File: src/rtl/vna_switch_sequencer.sv
// N-channel RF switch sequencer: active-low one-hot switch drive, settle/trigger/ready stepping for a VNA.
// Optional build macro SWEEP_LIMIT_EN adds sweep_lim[7:0] to stop after a number of full passes.
module vna_switch_sequencer #(
  parameter int N_CH       = 3,
  parameter int SETTLE_CYC = 16,
  parameter int TRIG_DLY   = 5,
  parameter int TRIG_LEN   = 25,
  parameter int SYNC_STG   = 4,
  parameter int CHW        = $clog2(N_CH)
) (
  input  logic            Clk,
  input  logic            nRst,
  input  logic            VNA_RDY,
  // cmd_valid is a one-cycle strobe with no ready: every strobe is evaluated on the edge it is
  // sampled, and an illegal HOLD channel, an empty SWEEP mask or the reserved mode is dropped.
  input  logic            cmd_valid,
  input  logic [1:0]      cmd_mode,
  input  logic [CHW-1:0]  cmd_chan,
  input  logic [N_CH-1:0] cmd_mask,
`ifdef SWEEP_LIMIT_EN
  input  logic [7:0]      sweep_lim,
`endif
  output logic            VNA_TRIG,
  output logic [N_CH-1:0] sw_J,
  output logic [CHW-1:0]  cur_chan,
  output logic            busy,
  output logic            sweep_done,
  output logic [1:0]      dbg_state
);

  typedef enum logic [1:0] {
    IDLE     = 2'd0,
    SETTLE   = 2'd1,
    TRIG     = 2'd2,
    WAIT_RDY = 2'd3
  } state_t;

  localparam logic [1:0] MODE_HOLD  = 2'd0;
  localparam logic [1:0] MODE_SWEEP = 2'd1;
  localparam logic [1:0] MODE_STOP  = 2'd2;

  localparam logic [7:0] SETTLE_LAST = 8'(SETTLE_CYC - 1);
  localparam logic [7:0] TRIG_LAST   = 8'(TRIG_DLY + TRIG_LEN - 1);
  localparam logic [8:0] TRIG_ON     = 9'(TRIG_DLY);
  localparam logic       TRIG_AT_0   = (TRIG_DLY == 0);

  state_t            state;
  logic [7:0]        cnt;
  logic [N_CH-1:0]   mask_reg;
  logic [SYNC_STG-1:0] rdy_sync;
  logic              rdy_rise;
  logic              hold_ok;
  logic              sweep_ok;
  logic              stop_ok;
  logic [CHW-1:0]    cmd_low_chan;
  logic [CHW-1:0]    step_chan;
  logic              step_wrap;

`ifdef SWEEP_LIMIT_EN
  logic [7:0]        lim_reg;
  logic [7:0]        pass_cnt;
  logic [CHW-1:0]    mask_low_chan;
`endif

  function automatic logic [CHW-1:0] lowest_chan(input logic [N_CH-1:0] m);
    logic [CHW-1:0] ch;
    ch = '0;
    for (int i = N_CH - 1; i >= 0; i--) begin
      if (m[i]) ch = CHW'(i);
    end
    return ch;
  endfunction

  // Next enabled channel strictly above cur with wrap-around; the MSB of the result flags a wrap.
  // A single-bit mask finds nothing and returns cur with the wrap flag set.
  function automatic logic [CHW:0] next_chan(input logic [N_CH-1:0] m, input logic [CHW-1:0] cur);
    logic [CHW-1:0] ch;
    logic           wr;
    logic           found;
    int             idx;
    ch    = cur;
    wr    = 1'b1;
    found = 1'b0;
    for (int i = 1; i < N_CH; i++) begin
      idx = int'(cur) + i;
      if (idx >= N_CH) idx = idx - N_CH;
      if (!found && m[idx]) begin
        found = 1'b1;
        ch    = CHW'(idx);
        wr    = (int'(cur) + i >= N_CH);
      end
    end
    return {wr, ch};
  endfunction

  always_comb begin
    hold_ok      = cmd_valid && (cmd_mode == MODE_HOLD) && (int'(cmd_chan) < N_CH);
    sweep_ok     = cmd_valid && (cmd_mode == MODE_SWEEP) && (cmd_mask != '0);
    stop_ok      = cmd_valid && (cmd_mode == MODE_STOP);
    cmd_low_chan = lowest_chan(cmd_mask);
    {step_wrap, step_chan} = next_chan(mask_reg, cur_chan);
    rdy_rise     = !rdy_sync[SYNC_STG-1] && rdy_sync[SYNC_STG-2];
`ifdef SWEEP_LIMIT_EN
    mask_low_chan = lowest_chan(mask_reg);
`endif
  end

  // VNA_TRIG is loaded one count ahead so that, while in TRIG, it is high exactly when
  // cnt lies in [TRIG_DLY, TRIG_DLY+TRIG_LEN-1].
  always_ff @(posedge Clk) begin
    if (!nRst) begin
      state      <= IDLE;
      cnt        <= '0;
      cur_chan   <= '0;
      mask_reg   <= '0;
      rdy_sync   <= '0;
      VNA_TRIG   <= 1'b0;
      sweep_done <= 1'b0;
`ifdef SWEEP_LIMIT_EN
      lim_reg    <= '0;
      pass_cnt   <= '0;
`endif
    end else begin
      rdy_sync   <= {rdy_sync[SYNC_STG-2:0], VNA_RDY};
      sweep_done <= 1'b0;
      if (hold_ok) begin
        cur_chan <= cmd_chan;
        state    <= IDLE;
        cnt      <= '0;
        VNA_TRIG <= 1'b0;
      end else if (stop_ok) begin
        state    <= IDLE;
        cnt      <= '0;
        VNA_TRIG <= 1'b0;
      end else if (sweep_ok) begin
        mask_reg <= cmd_mask;
        cur_chan <= cmd_low_chan;
        state    <= SETTLE;
        cnt      <= '0;
        VNA_TRIG <= 1'b0;
`ifdef SWEEP_LIMIT_EN
        lim_reg  <= sweep_lim;
        pass_cnt <= '0;
`endif
      end else begin
        case (state)
          IDLE: begin
            cnt <= '0;
          end
          SETTLE: begin
            if (cnt == SETTLE_LAST) begin
              state    <= TRIG;
              cnt      <= '0;
              VNA_TRIG <= TRIG_AT_0;
            end else begin
              cnt <= cnt + 8'd1;
            end
          end
          TRIG: begin
            if (cnt == TRIG_LAST) begin
              state    <= WAIT_RDY;
              cnt      <= '0;
              VNA_TRIG <= 1'b0;
            end else begin
              cnt      <= cnt + 8'd1;
              VNA_TRIG <= ({1'b0, cnt} + 9'd1 >= TRIG_ON);
            end
          end
          WAIT_RDY: begin
            if (rdy_rise) begin
              cur_chan   <= step_chan;
              sweep_done <= step_wrap;
              state      <= SETTLE;
              cnt        <= '0;
`ifdef SWEEP_LIMIT_EN
              if (step_wrap) begin
                pass_cnt <= pass_cnt + 8'd1;
                if ((lim_reg != 8'd0) && (pass_cnt + 8'd1 == lim_reg)) begin
                  state    <= IDLE;
                  cur_chan <= mask_low_chan;
                end
              end
`endif
            end
          end
          default: begin
            state <= IDLE;
            cnt   <= '0;
          end
        endcase
      end
    end
  end

  always_comb begin
    for (int i = 0; i < N_CH; i++) begin
      sw_J[i] = (cur_chan != CHW'(i));
    end
    busy      = (state != IDLE);
    dbg_state = state;
  end

endmodule
File: config.mk
export PLATFORM = sky130hd
export DESIGN_NAME = vna_switch_sequencer
export DESIGN_NICKNAME = d
export VERILOG_FILES = /design/src/rtl/vna_switch_sequencer.sv
export SDC_FILE = /design/constraint.sdc
export NUM_CORES = 1
export LEC_CHECK = 0
export CORE_UTILIZATION = 55
export DETAILED_ROUTE_END_ITERATION = 10
export PLACE_DENSITY = 0.8
export SLEW_MARGIN = 20
export SYNTH_ARGS = -nofsm -noshare
export SYNTH_HDL_FRONTEND = slang
export SYNTH_SLANG_ARGS = --single-unit
File: constraint.sdc
create_clock -name Clk -period 2.4 [get_ports Clk]
set_input_delay 0.24 -clock Clk [delete_from_list [all_inputs] [get_ports Clk]]
set_output_delay 0.24 -clock Clk [all_outputs]
set_load 0.1 [all_outputs]
# Word level (Yosys, flattened, before mapping)
# Cells that the tools add are included.
[classes]
order_cmp = 6
eq_ne = 16
bitwise = 5
muxes = 33
addsub = 6
reduce_logical = 28
[ops]
columns = ["op", "count"]
rows = [
  ["$lt 32x4->1 const B", 2],
  ["$mux 32", 2],
  ["$sub 32x3->32 const B", 2],
  ["$pmux 8 s4", 1],
  ["$mux 2", 13],
  ["$mux 8", 3],
  ["$reduce_and 4->1", 3],
  ["$reduce_bool 3->1", 4],
  ["$mux 1", 10],
  ["$ne 2x2->1 const B", 5],
  ["$add 8x1->9 const B", 1],
  ["$ge 9x3->1 const B", 1],
  ["$ne 3x3->1 const B", 3],
  ["$add 8x1->8 const B", 1],
  ["$eq 8x4->1 const B", 1],
  ["$eq 8x5->1 const B", 1],
  ["$reduce_bool 4->1", 2],
  ["$logic_and 1x1->1", 7],
  ["$eq 2x2->1 const B", 3],
  ["$ge 3x2->1 const B", 2],
  ["$pmux 2 s3", 1],
  ["$reduce_bool 2->1", 3],
  ["$reduce_or 6->1", 1],
  ["$not 1->1", 5],
  ["13 further kinds", 17],
]
[word_totals]
register_bits = 21
wordCells = 102

# Longest topological paths before layout
[depth]
ltp_word = 15
depth_mapped = 8

# Worst setup path after synthesis
# Ideal clock, no wire load.
[synth_path]
kind = "register -> register"
start = "reg cur_chan[0]"
end = "reg cur_chan[1]"
path_slack_ns = -0.274
arrival_time_ns = 2.556
setup_ns = 0.118
path_stages_with_launch = 8
n_path_buf = 0
period_less_slack_ns = 2.674
cell_sequence = "dfxtp_1 -> inv_1 -> ha_1 -> inv_2 -> or3_1 -> a222oi_1 -> a211oi_1 -> a32o_1"
[synth_between]
elab_chain_len = 15
word_cells_on_any_way = 26
cone_classes = "add/sub: 4; order compare: 2; mux: 16; reduce/logical: 4"
[synth_rtl]
columns = ["item", "line_no", "text"]
rows = [
  ["start, declared", "25", "output logic [CHW-1:0] cur_chan,"],
  ["start signal, assigned", "127", "cur_chan <= cmd_chan;"],
  ["start signal, assigned", "137", "cur_chan <= cmd_low_chan;"],
  ["start signal, assigned", "171", "cur_chan <= step_chan;"],
  ["$add 2x1->3", "85", "idx = int'(cur) + i;"],
  ["$sub 32x3->32 / $ge 3x2->1 (equally long branches)", "86", "if (idx >= N_CH) idx = idx - N_CH;"],
  ["$mux 32", "86", ""],
  ["$bmux 1 s2", "87", "if (!found && m[idx]) begin"],
  ["$mux 1 (implied by the code) (2 in a row)", "87", ""],
  ["$mux 1", "87", ""],
  ["$logic_not 1->1", "87", ""],
  ["$logic_and 1x1->1", "87", ""],
  ["$mux 2", "87", ""],
  ["$mux 2", "170", "if (rdy_rise) begin"],
  ["$mux 2", "146", "case (state)"],
  ["$mux 2", "135", "end else if (sweep_ok) begin"],
  ["$mux 2", "131", "end else if (stop_ok) begin"],
  ["$mux 2", "126", "if (hold_ok) begin"],
]
# Parallel ways exist; a longest one is shown, timed or not. The select of a mux whose other input is x is not followed.
# A chain may end at the register's enable or synchronous reset.

# Worst setup path in the final report
# Ends and elaborated chain as after synthesis.

==> key figures <==
STA
  – Final Hold Fails: 0
  – Fin Setup TNS: 0 ps
  – Slew Limit Headroom: 0.627
  – Fmax achieved: 0.496 GHz
  – Hold WS: 448 ps
  – Max Clock Skew: 1.40 ps
  – Final min period: 2020 ps
  – Final period util: 0.840
  – Slew @ Worst Pin: 556 ps
  – Slew Limit Fails: 0
  – Final Setup Violations: 0
  – RSZ-0062 raised after global routing: no

Floorplanning
  – Die Span Y: 55.4 um
  – Die Footprint: 3070 sq um
  – Core Box Area: 2730 sq um
  – IO Pins: 21
  – Die width: 55.4 um
  – Starting density of the core: 0.574
  – Site Rows: 19

Routing
  – Via count: 1468
  – DR iter-0 viols: 88
  – Routed length per placed instance: 13.9 um
  – Antenna-violating nets left: 0
  – Drt first pass iters: 4
  – Final WL: 3.40 mm
  – Drt via density: 6.02
  – Drc violations: 0

Worst hold path
  – Endpoint, Worst Hold: rdy_sync[2]
  – Worst hold path class: reg -> reg
  – Hold_sp: rdy_sync[1]
  – Hold path depth: 1

Critical path
  – CP endpoint kind: register
  – Reg2Reg Setup Slack: 380 ps
  – FF-to-FF End: cur_chan[1]
  – Critical-path cell list: inv_1 -> ha_1 -> inv_2 -> or3_1 -> a222oi_1 -> a211oi_1 -> a32o_1
  – CP max stage delay: 420 ps
  – Worst R2R Start: cur_chan[0]
  – CP Max Fanout: 7
  – Critical path class: reg -> reg
  – Buf/Inv on CP: 2
  – Kind of cell adding the most delay to the critical path: compound AO/OA/AOI/OAI gates
  – Required @ worst endpoint: 2600 ps
  – Critical Path Slowest Stage Cell: ha_1
  – Worst r2r path cells: 7
  – Worst Setup Start Kind: register
  – CP arrival: 2220 ps

Synthesis
  – Mapped Area: 1570 sq um
  – Ranking of synthesized cells by area: dfxtp_1 (27%), ha_1 (10%), nand2_1 (5.5%), nand3_1 (4.1%), inv_1 (2.9%)
  – Number of synthesized flops with an enable pin: 0
  – Mapped Cells: 198
  – Synth warn: 0
  – Library cells used by synthesis: 52
  – Part of the Yosys area used for sequential elements: 0.268
  – Synth top area share: 0.268
  – Mapped Nets: 222
  – FF+latch count, synth: 21
  – Top_reg_cell synth: dfxtp_1
  – Yosys top cell by area: dfxtp_1
  – FFs w/ async S/R, synth: 0
  – Synthesized area per cell: 7.93 sq um

Clocking
  – Gates resized, CTS repair: 0
  – CTS tree: yes
  – # H-tree levels: 1
  – Worst-path clk slew: 120 ps
  – CTS max path bufs: 2
  – Cts hold-fix bufs: 0
  – Post-CTS setup buffers: 0
  – Cts bufs inserted: 3
  – Root Buffer: clkbuf_4
  – Clk sinks: 21
  – Worst-Skew Late Latency: 300 ps

Global route
  – First-pass GRT wire length: 5.80 mm
  – Largest net degree at the start of global routing: 14
  – Initial antenna violation count: 0
  – GRT Total Usage: 0.231
  – GRT overflow: 0
  – Vias in the first global route: 1270

Power and ir drop
  – PwrDens: 653 nW/um^2
  – Leakage: 0.000643 uW
  – Pwr Total: 1150 uW
  – Maximum vdd drop: 1.12 mV

Layout
  – Final Util: 0.647
  – Nets: 238
  – Area growth syn-to-layout: 12.6%
  – Share of layout cells above drive strength 1: 0.127
  – Antenna diodes: 0
  – Number of flip-flops in the largest register: 8

Place
  – DP HPWL: 2.61 mm
  – IO buf count: 20
  – RePlAce Congestion: 0.942

Status
  – Status: complete, no violations

Run
  – Max Cap Violations: 0
-- cell usage after synthesis (all sizes together), types with 5 or more instances --
master / number
nand3: 13
and2: 5
nand3b: 5
dfxtp: 21
nand2: 23
buf: 6
a31oi: 6
a21oi: 8
ha: 13
inv: 13
clkbuf: 5
nand2b: 6
o21ai: 8
nor3: 5
nor2: 9
-- power breakdown --
group | internal, uW | switching [uW] | leakage, uW
combinational | 167 | 406 | 0.000456
sequential | 374 | 33.3 | 0.000172
clock | 64.6 | 109 | 0.0000150
total | 606 | 549 | 0.000643
-- layout make-up --
class,count,area [sq um]
clock buffer,4,26.3
sequential,21,425
multi-input combinational,153,1040
inverter,13,48.8
fill,234,966
tap,31,38.8
timing repair buffer,22,190
-- routing by layer --
layer,part of all wire,routed length [um],global-route usage
met2,0.44,1490,0.344
met4,0.0091,31,0.0607
met3,0.072,244,0.0445
met5,0,0,0
met1,0.48,1640,0.339
-- worst max path at each step --
stage | startpoint | to | cells past startpoint
final | cur_chan[0] | cur_chan[1] | 7
after global routing | cnt[0] | cnt[3] | 6
after CTS | cur_chan[0] | cur_chan[1] | 7
after detailed placement | cmd_mask[0] | sweep_done | 5
after global placement | cmd_mask[0] | sweep_done | 5
after floorplan | cur_chan[0] | cur_chan[1] | 7
-- cell usage in the layout (no fill, tap or decap), types with 2 or more instances in the layout --
master	synthesis	layout
mux2i_1	2	2
clkbuf_4	0	3
nand3_1	13	13
a211oi_1	2	2
clkdlybuf4s50_1	0	10
nand3b_1	5	5
o21a_1	2	2
dfxtp_2	0	4
o21ai_0	4	4
a31o_1	2	2
inv_1	12	12
dfxtp_1	21	17
a21boi_0	3	3
a211o_1	2	2
a21oi_1	8	8
nand2_1	23	23
nor2_1	9	9
xor2_1	2	2
nor2b_1	3	3
and2_1	5	5
buf_4	0	12
nand2b_1	6	6
a311oi_1	2	2
and3b_1	3	3
a32o_1	2	2
ha_1	13	13
a31oi_1	6	6
nand4b_1	2	2
nor3_1	5	5
nand4_1	4	4
or2_2	2	2
o211ai_1	2	2
o21ai_1	3	3
-- cell families after synthesis --
logic type / share of synthesized area
fa+ha+maj: 0.104
compound gates: 0.233
mux: 0.0127
simple gates: 0.295
xor+xnor: 0.0167
flops: 0.268
buf+inv: 0.0709
-- worst register-to-register path: cells and delay by family (launching register included) --
kind                       cells  cell delay (ps)
AOI/OAI and AO/OA              3              580
adders and majority gates      1              420
DFF                            1              400
buffers and inverters          2              180
and+or+nand+nor                1              350
-- through the flow --
stage               instances  worst slack, ps  cell area (sq um)
floorplan                 198              103               1580
global placement          240              342               1740
detailed placement        240              329               1740
CTS                       244              380               1770
global route              244              258               1770
finish                    244              385               1770
No activity file was read; power rests on OpenSTA's default activity.
